--- src/rtl/fifo_pkg.sv ---
// Shared FIFO helpers: constant clog2 and parameter legality check.
// Elaboration-time only; no logic, no latency, no flow control.
package fifo_pkg;

    function automatic int clog2(input int n);
        int r;
        r = 0;
        while ((1 << r) < n) r = r + 1;
        return r;
    endfunction

    function automatic bit params_ok(input int data_w, input int depth,
                                     input int af_level, input int ae_level);
        return (data_w >= 1) && (depth >= 2) && ((depth & (depth - 1)) == 0)
            && (af_level >= 1) && (af_level <= depth - 1)
            && (ae_level >= 1) && (ae_level <= depth - 1);
    endfunction

endpackage

--- src/rtl/fifo_ram.sv ---
// Simple dual-port storage: one write port, one registered read port (1-cycle latency).
// No backpressure; read is read-first when both ports hit the same address.
module fifo_ram
    import fifo_pkg::*;
#(
    parameter int DATA_W = 8,
    parameter int DEPTH  = 16,
    localparam int AW    = clog2(DEPTH)
) (
    input  logic              i_clk,
    input  logic              i_rst,
    input  logic              i_we,
    input  logic [AW-1:0]     i_waddr,
    input  logic [DATA_W-1:0] i_wdata,
    input  logic              i_re,
    input  logic [AW-1:0]     i_raddr,
    output logic [DATA_W-1:0] o_rdata
);

    logic [DATA_W-1:0] r_mem [DEPTH];
    logic [DATA_W-1:0] r_rdata;

    // Array kept reset-free so it maps onto RAM primitives.
    always_ff @(posedge i_clk) begin
        if (i_we) begin
            r_mem[i_waddr] <= i_wdata;
        end
    end

    always_ff @(posedge i_clk) begin
        if (i_rst) begin
            r_rdata <= '0;
        end else if (i_re) begin
            r_rdata <= r_mem[i_raddr];
        end
    end

    assign o_rdata = r_rdata;

endmodule

--- src/rtl/fifo_param.sv ---
// Synchronous circular FIFO with registered read data (1-cycle read latency) and status flags.
// Writes dropped when full unless a read frees a slot that cycle; reads dropped when empty; both sticky-flagged.
module fifo_param
    import fifo_pkg::*;
#(
    parameter int DATA_W   = 8,
    parameter int DEPTH    = 16,
    parameter int AF_LEVEL = DEPTH - 2,
    parameter int AE_LEVEL = 2
) (
    input  logic                    clk,
    input  logic                    rst,
    input  logic [DATA_W-1:0]       data_in,
    input  logic                    wr_en,
    input  logic                    rd_en,
    output logic [DATA_W-1:0]       data_out,
    output logic                    rd_valid,
    output logic                    empty,
    output logic                    full,
    output logic                    almost_empty,
    output logic                    almost_full,
    output logic [clog2(DEPTH):0]   count,
    output logic                    overflow,
    output logic                    underflow
);

    localparam int AW = clog2(DEPTH);
    localparam int CW = AW + 1;

    if (!params_ok(DATA_W, DEPTH, AF_LEVEL, AE_LEVEL)) begin : g_bad_params
        $fatal(1, "fifo_param: illegal DATA_W/DEPTH/AF_LEVEL/AE_LEVEL");
    end

    logic [AW-1:0] r_wr_ptr;
    logic [AW-1:0] r_rd_ptr;
    logic [CW-1:0] r_count;
    logic          r_rd_valid;
    logic          r_overflow;
    logic          r_underflow;
    logic          w_empty;
    logic          w_full;
    logic          w_rd_acc;
    logic          w_wr_acc;

    assign w_empty  = (r_count == '0);
    assign w_full   = (r_count == CW'(DEPTH));
    // A read on a full FIFO frees the slot the simultaneous write reuses.
    assign w_rd_acc = rd_en & ~w_empty;
    assign w_wr_acc = wr_en & (~w_full | w_rd_acc);

    always_ff @(posedge clk) begin
        if (rst) begin
            r_wr_ptr    <= '0;
            r_rd_ptr    <= '0;
            r_count     <= '0;
            r_rd_valid  <= 1'b0;
            r_overflow  <= 1'b0;
            r_underflow <= 1'b0;
        end else begin
            if (w_wr_acc) r_wr_ptr <= r_wr_ptr + AW'(1);
            if (w_rd_acc) r_rd_ptr <= r_rd_ptr + AW'(1);
            case ({w_wr_acc, w_rd_acc})
                2'b10:   r_count <= r_count + CW'(1);
                2'b01:   r_count <= r_count - CW'(1);
                default: r_count <= r_count;
            endcase
            r_rd_valid <= w_rd_acc;
            if (wr_en & ~w_wr_acc) r_overflow  <= 1'b1;
            if (rd_en & w_empty)   r_underflow <= 1'b1;
        end
    end

    fifo_ram #(
        .DATA_W (DATA_W),
        .DEPTH  (DEPTH)
    ) u_ram (
        .i_clk   (clk),
        .i_rst   (rst),
        .i_we    (w_wr_acc),
        .i_waddr (r_wr_ptr),
        .i_wdata (data_in),
        .i_re    (w_rd_acc),
        .i_raddr (r_rd_ptr),
        .o_rdata (data_out)
    );

    assign rd_valid     = r_rd_valid;
    assign empty        = w_empty;
    assign full         = w_full;
    assign almost_empty = (r_count <= CW'(AE_LEVEL));
    assign almost_full  = (r_count >= CW'(AF_LEVEL));
    assign count        = r_count;
    assign overflow     = r_overflow;
    assign underflow    = r_underflow;

endmodule
--- config.mk ---
export PLATFORM = sky130hd
export DESIGN_NAME = fifo_param
export DESIGN_NICKNAME = d
export VERILOG_FILES = /design/src/rtl/fifo_pkg.sv /design/src/rtl/fifo_ram.sv /design/src/rtl/fifo_param.sv
export SDC_FILE = /design/constraint.sdc
export NUM_CORES = 1
export LEC_CHECK = 0
export BUFFER_PORTS_ARGS = -buffer_cell sky130_fd_sc_hd__buf_2
export CORE_AREA = 2 2 96 107
export CTS_CLUSTER_DIAMETER = 80
export DETAILED_ROUTE_END_ITERATION = 10
export DIE_AREA = 0 0 98 109
export GPL_TIMING_DRIVEN = 0
export PLACE_DENSITY = 0.9
export REMOVE_ABC_BUFFERS = 1
export SLEW_MARGIN = 20
export SYNTH_ARGS = -nofsm -noshare
export SYNTH_HDL_FRONTEND = slang
export SYNTH_SLANG_ARGS = --single-unit
--- constraint.sdc ---
create_clock -name clk -period 3.6 [get_ports clk]
set_input_delay 0.54 -clock clk [delete_from_list [all_inputs] [get_ports clk]]
set_output_delay 0.54 -clock clk [all_outputs]
set_load 0.02 [all_outputs]
==> results of run 1 <==
layout make-up:
type | instances | area (um^2) | area share [%]
inverter | 6 | 22.5 | 0.326
clock buffer | 21 | 470 | 6.81
timing repair buffer | 33 | 183 | 2.65
tap | 120 | 150 | 2.17
sequential | 152 | 4330 | 62.7
clock inverter | 11 | 95.1 | 1.38
multi-input combinational | 199 | 1650 | 24.0
state kept, by name, summed over array words and instances (netlist names):
signal         flops
u_ram.r_mem      128
u_ram.o_rdata      8
count              5
r_rd_ptr           4
r_wr_ptr           4
overflow           1
rd_valid           1
underflow          1
routing by layer:
metal | vias up | share of wire, % | track usage (%)
met5 | - | 0 | 0
met4 | 0 | 3.3 | 11.1
met3 | 33 | 7.9 | 6.92
met2 | 205 | 52 | 45.4
met1 | 1739 | 37 | 30.0
li1 | 1526 | - | -
per-stage QoR:
| step | utilization [%] | hold WS (ps) | cell area [um^2] | cells | power (W) |
|---|---|---|---|---|---|
| after global routing | 71.5 | 385 | 6900 | 542 | 0.00499 |
| final | 71.5 | 373 | 6900 | 542 | 0.00480 |
| after detailed placement | 65.6 | 459 | 6330 | 510 | 0.00316 |
| after CTS | 71.5 | 354 | 6900 | 542 | 0.00482 |
| after floorplan | - | 512 | 5980 | 357 | 0.00285 |
| after global placement | 65.1 | 450 | 6280 | 508 | 0.00311 |
worst register-to-register path: stages, from the launching register on:
cell,delay (ps)
dfxtp_1,460
inv_1,150
a21boi_1,540
nand2b_1,190
inv_1,150
ha_1,270
nor2b_1,150
o21a_1,190
or2_2,300
a31oi_1,180
a31oi_1,100
how the worst max path moves through the flow:
| stage | startpoint | end |
|---|---|---|
| floorplan | count[4]$_SDFFE_PP0P_ | count[4]$_SDFFE_PP0P_ |
| global placement | rd_en | count[4]$_SDFFE_PP0P_ |
| detailed placement | rd_en | count[4]$_SDFFE_PP0P_ |
| CTS | count[4]$_SDFFE_PP0P_ | count[4]$_SDFFE_PP0P_ |
| global route | count[4]$_SDFFE_PP0P_ | count[4]$_SDFFE_PP0P_ |
| finish | count[4]$_SDFFE_PP0P_ | count[4]$_SDFFE_PP0P_ |
power breakdown:
group	switching [W]	internal, W	total (W)
logic	0.000566	0.000405	0.000971
registers	0.000141	0.00202	0.00216
clock network	0.000679	0.000990	0.00167
cells by family (layout without fill, tap and decap cells):
logic type | Yosys count | in the layout | synth area share [%]
flops | 152 | 152 | 71.3
simple gates | 88 | 88 | 6.75
mux | 52 | 52 | 12.2
compound gates | 41 | 41 | 4.68
buf+inv | 27 | 71 | 1.82
fa+ha+maj | 9 | 9 | 1.98
xor+xnor | 9 | 9 | 1.30
placed cells by master, fill, tap and decap left out, types with 4 or more instances in the layout:
cell type | Yosys | final
nor4_1 | 8 | 8
nor2b_1 | 4 | 4
nand2_1 | 10 | 10
clkbuf_16 | 0 | 17
edfxtp_1 | 128 | 128
inv_1 | 6 | 6
buf_2 | 7 | 31
ha_1 | 8 | 8
xor2_1 | 4 | 4
o22ai_1 | 16 | 16
nor3_2 | 0 | 4
mux2i_1 | 34 | 34
xnor2_1 | 5 | 5
nand3_1 | 4 | 4
nor3_1 | 13 | 9
a21oi_1 | 5 | 5
mux4_2 | 16 | 16
dfxtp_1 | 24 | 22
nor2_1 | 39 | 39
a22o_1 | 7 | 7
clkinvlp_4 | 0 | 5
nand2b_1 | 4 | 4
==> summary.txt, run 1 <==
Place
  • # port buffers: 31
  • GP Congestion: 0.825
  • Post-DP HPWL: ~7.4 mm
  • Dpl ws: 655 ps

Timing
  • Fmax: 0.356 GHz
  • Final Hold Fails: 0
  • Min setup slack post-route: just under 800 ps
  • Tmin final: 2810 ps
  • Final Slew Violations: 0
  • # setup viols final: 0
  • Final cycle utilization of the critical path: ~78%
  • Relative slew slack: between 30% and 40%
  • TNS Setup: 0 ps
  • RSZ-0062 raised after global routing: false
  • Max Clock Skew: around 8.1 ps
  • Least-Margin Pin Slew: between 900 and 1000 ps

Logic synthesis
  • Share of the synthesized area in the top cell type: between 60 and 70%
  • Commonest register cell after synthesis: edfxtp_1
  • Ys async rst share: 0%
  • Gate Count Post-Synth: 378
  • Top post-synthesis cells by area: edfxtp_1, dfxtp_1, mux4_2, mux2i_1, nor2_1
  • Synth area leader: edfxtp_1
  • Synth Register Bits: between 150 and 200
  • Number of enable flip-flop cells after synthesis: between 100 and 150
  • Sequential-to-total area share from yosys stat: 71.3%
  • Most common cell in the synthesized netlist: edfxtp_1
  • Yosys warnings: 0
  • Synthesized area per cell: around 16 um^2
  • Post-Synthesis Cell Area: 6060 um^2
  • Most common library cells after synthesis: edfxtp_1, nor2_1, mux2i_1
  • Cell variety after synth: 41

Worst hold path
  • Hold Crit Start: rd_en
  • Hold depth: 3
  • Hold endpoint: underflow$_SDFFE_PP0P_
  • Worst Hold Class: in -> reg

Floorplan
  • Die area: ~11000 um^2
  • Core area: between 9000 and 10000 um^2
  • Die Ht: between 100 and 150 um
  • Starting Density: between 60% and 70%
  • Die X: slightly below 100 um
  • Io pins: 32
  • Num rows: 38

Critical path
  • CP Launch Type: flop
  • Reg-to-reg critical path startpoint: count[4]$_SDFFE_PP0P_
  • CP max FO: 8
  • WP data required: around 4000 ps
  • Top delay family on crit path: compound AO/OA/AOI/OAI gates
  • Crit path buf inv count: 2
  • Worst R2R End: count[4]$_SDFFE_PP0P_
  • CP max stage delay: around 540 ps
  • Cells along the critical path: inv_1, a21boi_1, nand2b_1, inv_1, ha_1, nor2b_1, o21a_1, or2_2, a31oi_1, a31oi_1
  • Crit. End Element: flop
  • CP arrival: 3190 ps
  • CP max stage cell: a21boi_1
  • Crit path depth: 10
  • R2r setup slk: between 700 and 800 ps
  • R2r worst-path depth: 10
  • Crit path kind: reg -> reg

Layout
  • N_diodes: 0
  • # fillers: slightly above 600
  • Nets: 430
  • Layout cell share with drive strength beyond 1: around a fifth
  • Layout area overhead: 13.8%

Global routing
  • Largest net degree at the start of global routing: 31
  • Overall global routing resource usage: ~26%
  • Gr ovfl total: 0
  • Initial antenna violation count: 0
  • First-pass GRT wire length: ~20 mm
  • Vias in the first global route: about 3500

CTS
  • Skew-Pair Late Insertion Delay: roughly 530 ps
  • Post-cts resize count: 0
  • Clock Path Buffers: 2
  • Clock Sinks: 152
  • Cts hold-fix bufs: 0
  • Postcts setup bufs: 0
  • CTS tree: built
  • Reg clk slew, reported paths: approximately 60 ps
  • Htree depth: 4
  • CTS buffer count: 17
  • Root buffer cell: clkbuf_8

Drt
  • Drt total wl: ~13 mm
  • DR WL/cell: ~23 um
  • DRC Markers: 0
  • Vias/cell: approximately 6.5
  • 1st-iter DRT viols: ~330
  • Detail Route Antenna Nets: 0
  • Total number of vias: between 3000 and 4000
  • Detailed Routing Iterations Pass 1: 5

Power
  • VDD IR max: about 0.00048 V
  • Cell leakage power: between 2 and 2.5 nW
  • Pwr/cell area: about 700 nW/um^2

Run status
  • Status: finished clean

Flow run
  • Number of max-cap violations: 0
Power figures use the tool's default switching activity.
==> run 2: changes to the inputs <==
--- a/config.mk
+++ b/config.mk
@@ -6,12 +6,12 @@
 export NUM_CORES = 1
 export LEC_CHECK = 0
 export BUFFER_PORTS_ARGS = -buffer_cell sky130_fd_sc_hd__buf_2
-export CORE_AREA = 2 2 96 107
+export CORE_AREA = 2 2 105 117
 export CTS_CLUSTER_DIAMETER = 80
 export DETAILED_ROUTE_END_ITERATION = 10
-export DIE_AREA = 0 0 98 109
+export DIE_AREA = 0 0 107 119
 export GPL_TIMING_DRIVEN = 0
-export PLACE_DENSITY = 0.9
+export PLACE_DENSITY = 0.81
 export REMOVE_ABC_BUFFERS = 1
 export SLEW_MARGIN = 20
 export SYNTH_ARGS = -nofsm -noshare
==> constraint.sdc (replaced) <==
create_clock -name clk -period 2.3 [get_ports clk]
set_input_delay 0.345 -clock clk [delete_from_list [all_inputs] [get_ports clk]]
set_output_delay 0.345 -clock clk [all_outputs]
set_load 0.02 [all_outputs]
==> run 2 against run 1 <==
The flow now finishes with violations (negative setup slack); sequential share of layout area down 2.7 points; clock power increased by 59%; clock-buffer cell count fell by 1; wire length grew 0.59%; global-route usage is 5.0 points lower; die area grew 19%; worst hold slack worse by 70 ps; clock skew is 3.6 ps higher; sequential cell count stayed put; final area up 4.7%; critical path type unchanged; largest power group unchanged.
==> summary.txt, run 2 (synthesis gave the netlist of run 1 again) <==
Run status
  • Status: finished, violations left
  • Failing checks: negative setup slack

Floorplan
  • Die X: 107 um (+9.2%)
  • Starting Density: 51.8% (-11 points)
  • Core area: 11700 um^2 (+21%)
  • Die area: 12700 um^2 (+19%)
  • Die Ht: 119 um (+9.2%)
  • Io pins: 32 (unchanged)
  • Num rows: 42 (+11%)

Layout
  • Max reg flops: 128 (unchanged)
  • Commonest non-fill, non-tap cell in the layout: edfxtp_1
  • N_diodes: 0 (unchanged)
  • Biggest register: u_ram.r_mem
  • Post-route insts no fill: 586 (+8.1%)
  • Most frequent cells in the layout: edfxtp_1, mux2i_1, buf_2
  • Nets: 440 (+2.3%)
  • Layout area overhead: 19.2%
  • Layout cell share with drive strength beyond 1: 28.9% (+7.6 points)

Critical path
  • CP max stage cell: or4_1
  • Crit path buf inv count: 1 (-1)
  • CP Launch Type: flop
  • CP max FO: 8 (unchanged)
  • Crit path depth: 5 (-5)
  • Cells along the critical path: or4_1, o31a_1, nand2_1, nor3_4, buf_12
  • WP data required: 2480 ps (-1510 ps)
  • R2r worst-path depth: 5 (-5)
  • CP arrival: 2490 ps (-700 ps)
  • Crit. End Element: flop
  • CP max stage delay: 680 ps (+140 ps)
  • Worst R2R End: u_ram.r_mem[1][4]$_DFFE_PP_
  • Crit path kind: reg -> reg
  • Top delay family on crit path: simple AND/OR/NAND/NOR gates
  • R2r setup slk: -6 ps (-800 ps)
  • Reg-to-reg critical path startpoint: count[0]$_SDFFE_PP0P_

Place
  • # port buffers: 31 (unchanged)
  • Post-Place Cells: 544 (+6.7%)
  • GP Congestion: 0.823 (-0.34%)
  • Post-DP HPWL: 7.39 mm (+0.49%)

CTS
  • Clock Sinks: 152 (unchanged)
  • CTS buffer count: 17 (unchanged)
  • Clock Path Buffers: 2 (unchanged)
  • Htree depth: 4 (unchanged)
  • Root buffer cell: clkbuf_16
  • CTS tree: built
  • Reg clk slew, reported paths: 60 ps (about the same)
  • Skew-Pair Late Insertion Delay: 420 ps (-110 ps)

Timing
  • TNS Setup: -9.03 ps (-9.03 ps)
  • Fmax: 0.434 GHz (+22%)
  • Final Slew Violations: 0 (unchanged)
  • Final Hold Fails: 0 (unchanged)
  • RSZ-0062 raised after global routing: true
  • Max Clock Skew: 11.6 ps (+3.57 ps)
  • Relative slew slack: 50.7% (+14 points)
  • Tmin final: 2310 ps (-500 ps)
  • # setup viols final: 4 (+4)
  • Min setup slack post-route: -5.62 ps (-800 ps)
  • Least-Margin Pin Slew: 738 ps (-209 ps)
  • Final cycle utilization of the critical path: 100% (+22 points)

Global routing
  • Gr ovfl total: 0 (unchanged)
  • Initial antenna violation count: 0 (unchanged)
  • First-pass GRT wire length: 19.3 mm (-2.2%)
  • Largest net degree at the start of global routing: 44 (+42%)
  • Vias in the first global route: 3476 (-1.6%)
  • Overall global routing resource usage: 20.8% (-5.0 points)

Power
  • Pwr/cell area: 1080 nW/um^2 (+56%)
  • Total power: 0.00784 W (+63%)
  • Cell leakage power: 2.37 nW (+3.6%)
  • VDD IR max: 0.000662 V (+39%)

Flow run
  • Number of max-cap violations: 0 (unchanged)

Drt
  • Detail Route Antenna Nets: 0 (unchanged)
  • Detailed Routing Iterations Pass 1: 5 (unchanged)
  • Total number of vias: 3455 (-1.4%)
  • Vias/cell: 5.90 (-8.8%)
  • Drt total wl: 12.8 mm (+0.59%)
  • 1st-iter DRT viols: 308 (-5.5%)
  • DR WL/cell: 21.8 um (-7.0%)
  • DRC Markers: 0 (unchanged)

Worst hold path
  • Hold Crit Start: rd_en
  • Hold depth: 3 (unchanged)
  • Worst Hold Class: in -> reg
  • Hold endpoint: underflow$_SDFFE_PP0P_
[run 2: worst max-delay path by stage]
stage,startpoint,endpoint,slack [ps]
2_1_floorplan,count[4]$_SDFFE_PP0P_,count[4]$_SDFFE_PP0P_,-730
3_3_place_gp,r_rd_ptr[2]$_SDFFE_PP0P_,u_ram.o_rdata[7]$_SDFFE_PP0P_,-1260
3_5_place_dp,count[0]$_SDFFE_PP0P_,count[4]$_SDFFE_PP0P_,-470
4_1_cts,count[0]$_SDFFE_PP0P_,u_ram.r_mem[11][5]$_DFFE_PP_,-220
5_1_grt,count[0]$_SDFFE_PP0P_,count[4]$_SDFFE_PP0P_,-70
6_report,count[0]$_SDFFE_PP0P_,u_ram.r_mem[1][4]$_DFFE_PP_,-6
[run 2: area by class of cell]
type / count / area (um^2)
clock inverters: 12 / 101
clock buffers: 20 / 468
well taps: 154 / 193
flip-flops and latches: 152 / 4340
fillers: 792 / 4490
inverters: 6 / 25.0
repair buffers: 43 / 319
multi-input cells: 199 / 1790
[run 2: where the power goes]
part	switching (W)	total (W)	internal, W
combinational	0.000963	0.00176	0.000800
clock	0.00115	0.00266	0.00151
sequential	0.000245	0.00342	0.00317
total	0.00236	0.00784	0.00548
[run 2: through the flow]
stage               worst slack (ps)  hold WS, ps  cell area, um^2  utilization (%)
floorplan                       -731          410             5980                -
global placement               -1260          447             6320             54.0
detailed placement              -473          450             6380             54.5
CTS                             -223          278             7060             60.3
global route                   -65.1          297             7230             61.7
finish                         -5.62          303             7230             61.7
[run 2: repair_timing]
item / CTS / global route
setup buffers: 1 / 9
pin swaps: 3 / 6
hold endpoints to repair: 0 / 0
endpoints found under the setup margin: 117 / 127
gates resized for setup: 27 / 13
hold buffers: 0 / 0
[run 2: worst reg2reg max path, cell delays in order, from the launching register on]
cell	delay [ps]
dfxtp_4	370
or4_1	680
o31a_1	420
nand2_1	340
nor3_4	100
buf_12	170
[run 2: layer usage]
layer | vias to the layer above | routed length, um | global-route usage, %
li1 | 1550 | - | -
met1 | 1756 | 5210 | 26.6
met2 | 129 | 6670 | 35.0
met3 | 20 | 665 | 4.00
met4 | 0 | 223 | 8.28
met5 | - | 0 | 0
==> run 3: changes to the inputs <==
--- a/config.mk
+++ b/config.mk
@@ -5,13 +5,14 @@
 export SDC_FILE = /design/constraint.sdc
 export NUM_CORES = 1
 export LEC_CHECK = 0
+export ABC_AREA = 1
 export BUFFER_PORTS_ARGS = -buffer_cell sky130_fd_sc_hd__buf_2
-export CORE_AREA = 2 2 105 117
+export CORE_AREA = 2 2 108 121
 export CTS_CLUSTER_DIAMETER = 80
 export DETAILED_ROUTE_END_ITERATION = 10
-export DIE_AREA = 0 0 107 119
+export DIE_AREA = 0 0 110 123
 export GPL_TIMING_DRIVEN = 0
-export PLACE_DENSITY = 0.81
+export PLACE_DENSITY = 0.82
 export REMOVE_ABC_BUFFERS = 1
 export SLEW_MARGIN = 20
 export SYNTH_ARGS = -nofsm -noshare
==> run 3 against run 2 <==
The run now ends clean; clock skew decreased by 4.9 ps; power decreased by 0.66%; global-route usage rose by 2.0 points; critical path type unchanged; critical endpoint is now u_ram.r_mem[7][1]$_DFFE_PP_.
==> summary.txt, run 3 <==
CTS
  • Htree depth: 4 (unchanged)
  • Clock Path Buffers: 2 (unchanged)
  • Cts hold-fix bufs: 0 (unchanged)
  • CTS tree: built
  • CTS buffer count: 17 (unchanged)
  • Skew-Pair Late Insertion Delay: 430 ps (about the same)
  • Root buffer cell: clkbuf_16
  • Reg clk slew, reported paths: 60 ps (about the same)
  • Clock Sinks: 152 (unchanged)

Floorplan
  • Starting Density: 53.9% (+2.2 points)
  • Io pins: 32 (unchanged)
  • Die Ht: 123 um (+3.4%)
  • Num rows: 43 (+2.4%)
  • Core area: 12300 um^2 (+5.1%)
  • Die area: 13500 um^2 (+6.3%)
  • Die X: 110 um (+2.8%)

Place
  • Dpl ws: -159 ps (+314 ps)
  • # port buffers: 31 (unchanged)
  • Post-DP HPWL: 8.72 mm (+18%)
  • GP Congestion: 0.845 (+2.7%)

Drt
  • Drt total wl: 14.6 mm (+14%)
  • Vias/cell: 5.51 (-6.6%)
  • 1st-iter DRT viols: 476 (+55%)
  • Total number of vias: 4780 (+38%)
  • DR WL/cell: 16.8 um (-23%)
  • Detail Route Antenna Nets: 0 (unchanged)
  • Detailed Routing Iterations Pass 1: 7 (+2)
  • DRC Markers: 0 (unchanged)

Logic synthesis
  • Most common cell in the synthesized netlist: nand2_1
  • Synth Register Bits: 152 (unchanged)
  • Synthesized area per cell: 9.86 um^2 (-39%)
  • Gate Count Post-Synth: 674 (+78%)
  • Ys async rst share: 0% (unchanged)
  • Cell variety after synth: 26 (-37%)
  • Sequential-to-total area share from yosys stat: 65.1% (-6.2 points)
  • Top post-synthesis cells by area: edfxtp_1, nand2_1, nand3_1, dfxtp_1, inv_1
  • Yosys warnings: 0 (unchanged)
  • Post-Synthesis Cell Area: 6650 um^2 (+9.6%)
  • Most common library cells after synthesis: nand2_1, edfxtp_1, nand3_1
  • Commonest register cell after synthesis: edfxtp_1
  • Number of enable flip-flop cells after synthesis: 128 (unchanged)
  • Share of the synthesized area in the top cell type: 57.8% (-5.5 points)
  • Synth area leader: edfxtp_1

Power
  • VDD IR max: 0.000674 V (+1.9%)
  • Combinational Power Share: 22.6% (about the same)
  • Cell leakage power: 3.19 nW (+34%)
  • Total power: 0.00779 W (-0.66%)
  • Clock Power Share: 34.5% (+0.6 points)
  • Sw power: 0.00244 W (+3.3%)
  • Pint: 0.00535 W (-2.4%)
  • Switch share: 31.3% (+1.2 points)
  • Pwr/cell area: 1040 nW/um^2 (-3.9%)
  • Sequential power share: 42.8% (-0.8 points)

Timing
  • RSZ-0062 raised after global routing: true
  • Final cycle utilization of the critical path: 97.8% (-2.5 points)
  • Relative slew slack: 38.9% (-12 points)
  • Max Clock Skew: 6.71 ps (-4.92 ps)
  • Tmin final: 2250 ps (-57.2 ps)
  • Fmax: 0.445 GHz (+2.5%)
  • Final Hold Fails: 0 (unchanged)
  • Final Slew Violations: 0 (unchanged)
  • Least-Margin Pin Slew: 912 ps (+175 ps)
  • Min setup slack post-route: 51.6 ps (+57.2 ps)
  • # setup viols final: 0 (-4)

Global routing
  • Largest net degree at the start of global routing: 68 (+55%)
  • Gr ovfl total: 0 (unchanged)
  • Overall global routing resource usage: 22.8% (+2.0 points)
  • Initial antenna violation count: 0 (unchanged)
  • First-pass GRT wire length: 22.8 mm (+18%)
  • Vias in the first global route: 4572 (+32%)

Worst hold path
  • Hold Crit Start: wr_en
  • Worst Hold Class: in -> reg
  • Hold depth: 3 (unchanged)
  • Hold endpoint: overflow$_SDFFE_PP0P_

Layout
  • Layout cell share with drive strength beyond 1: 12.0% (-17 points)
  • Max reg flops: 128 (unchanged)
  • Nets: 719 (+63%)
  • Layout area overhead: 12.5%
  • Commonest non-fill, non-tap cell in the layout: nand2_1
  • Most frequent cells in the layout: nand2_1, edfxtp_1, nand3_1
  • Biggest register: u_ram.r_mem
  • N_diodes: 0 (unchanged)

Critical path
  • Crit path buf inv count: 0 (-1)
  • WP data required: 2350 ps (-130 ps)
  • Reg-to-reg critical path startpoint: count[1]$_SDFFE_PP0P_
  • CP max stage cell: nor2_1
  • R2r setup slk: 50 ps (+60 ps)
  • CP max FO: 8 (unchanged)
  • Top delay family on crit path: simple AND/OR/NAND/NOR gates
  • Crit path kind: reg -> reg
  • Cells along the critical path: nor2_2, nand3_2, nor2_1, nor2_2, nand2_1, nor2_1
  • Worst R2R End: u_ram.r_mem[7][1]$_DFFE_PP_
  • Crit. End Element: flop
  • CP Launch Type: flop
  • CP max stage delay: 740 ps (+60 ps)
  • CP arrival: 2300 ps (-190 ps)
  • R2r worst-path depth: 6 (+1)

Run status
  • Status: finished clean

Flow run
  • Number of max-cap violations: 0 (unchanged)
run 3: tightest hold or removal path, stage by stage:
cell and delay, ps:
buf_2 120, a21oi_1 70, nor2_1 80
run 3: cell type report:
class | count | area (um^2)
clock buffers | 23 | 468
clock inverters | 9 | 100
fillers | 911 | 4840
inverters | 94 | 359
multi-input cells | 400 | 1820
flip-flops and latches | 152 | 4330
well taps | 157 | 196
repair buffers | 33 | 203
run 3: repair_timing:
item                                    CTS  global route
gates resized for setup                   2             9
buffers inserted                          0             1
endpoints found under the setup margin    8            63
run 3: metrics by stage:
step	area, um^2	utilization [%]	instances	hold slack, ps	TNS [ps]
after floorplan	6480	-	646	414	-3940
after global placement	6830	55.5	834	448	-18020
after detailed placement	6870	55.7	835	489	-716
after CTS	7440	60.4	867	236	0
after global routing	7480	60.7	868	247	-1740
final	7480	60.7	868	238	0
run 3: worst max-delay path by stage:
stage	start	endpoint	slack, ps	cells after the start
floorplan	r_rd_ptr[0]$_SDFFE_PP0P_	u_ram.o_rdata[0]$_SDFFE_PP0P_	-420	7
global placement	r_rd_ptr[0]$_SDFFE_PP0P_	u_ram.o_rdata[0]$_SDFFE_PP0P_	-1810	7
detailed placement	r_rd_ptr[2]$_SDFFE_PP0P_	u_ram.o_rdata[1]$_SDFFE_PP0P_	-160	6
CTS	count[1]$_SDFFE_PP0P_	u_ram.r_mem[7][6]$_DFFE_PP_	60	6
global route	count[1]$_SDFFE_PP0P_	u_ram.r_mem[7][6]$_DFFE_PP_	-120	6
finish	count[1]$_SDFFE_PP0P_	u_ram.r_mem[7][1]$_DFFE_PP_	50	6
run 3: power groups by stage:
| stage | Combinational, W | Clock [W] | Sequential (W) |
|---|---|---|---|
| after floorplan | 0.00103 | 0 | 0.00349 |
| after global placement | 0.00153 | 0 | 0.00346 |
| after detailed placement | 0.00166 | 0 | 0.00343 |
| after CTS | 0.00167 | 0.00269 | 0.00337 |
| after global routing | 0.00197 | 0.00281 | 0.00336 |
| final | 0.00176 | 0.00269 | 0.00334 |
run 3: cells by family after synthesis:
group                      count (synthesis)  share of synthesized area [%]
and+or+nand+nor                          357                           22.5
adders and majority gates                  9                           1.81
DFF                                      152                           65.1
xor gates and xnor gates                   3                          0.395
AOI/OAI and AO/OA                         31                           2.47
buffers and inverters                    122                           7.80
run 3: routing by layer:
layer  up-vias  part of all wire (%)  GRT usage (%)
li1       2234                     -              -
met1      2222                    37           26.9
met2       267                    52           39.2
met3        57                   7.9           5.06
met4         0                   3.6           11.2
met5         -                     0              0
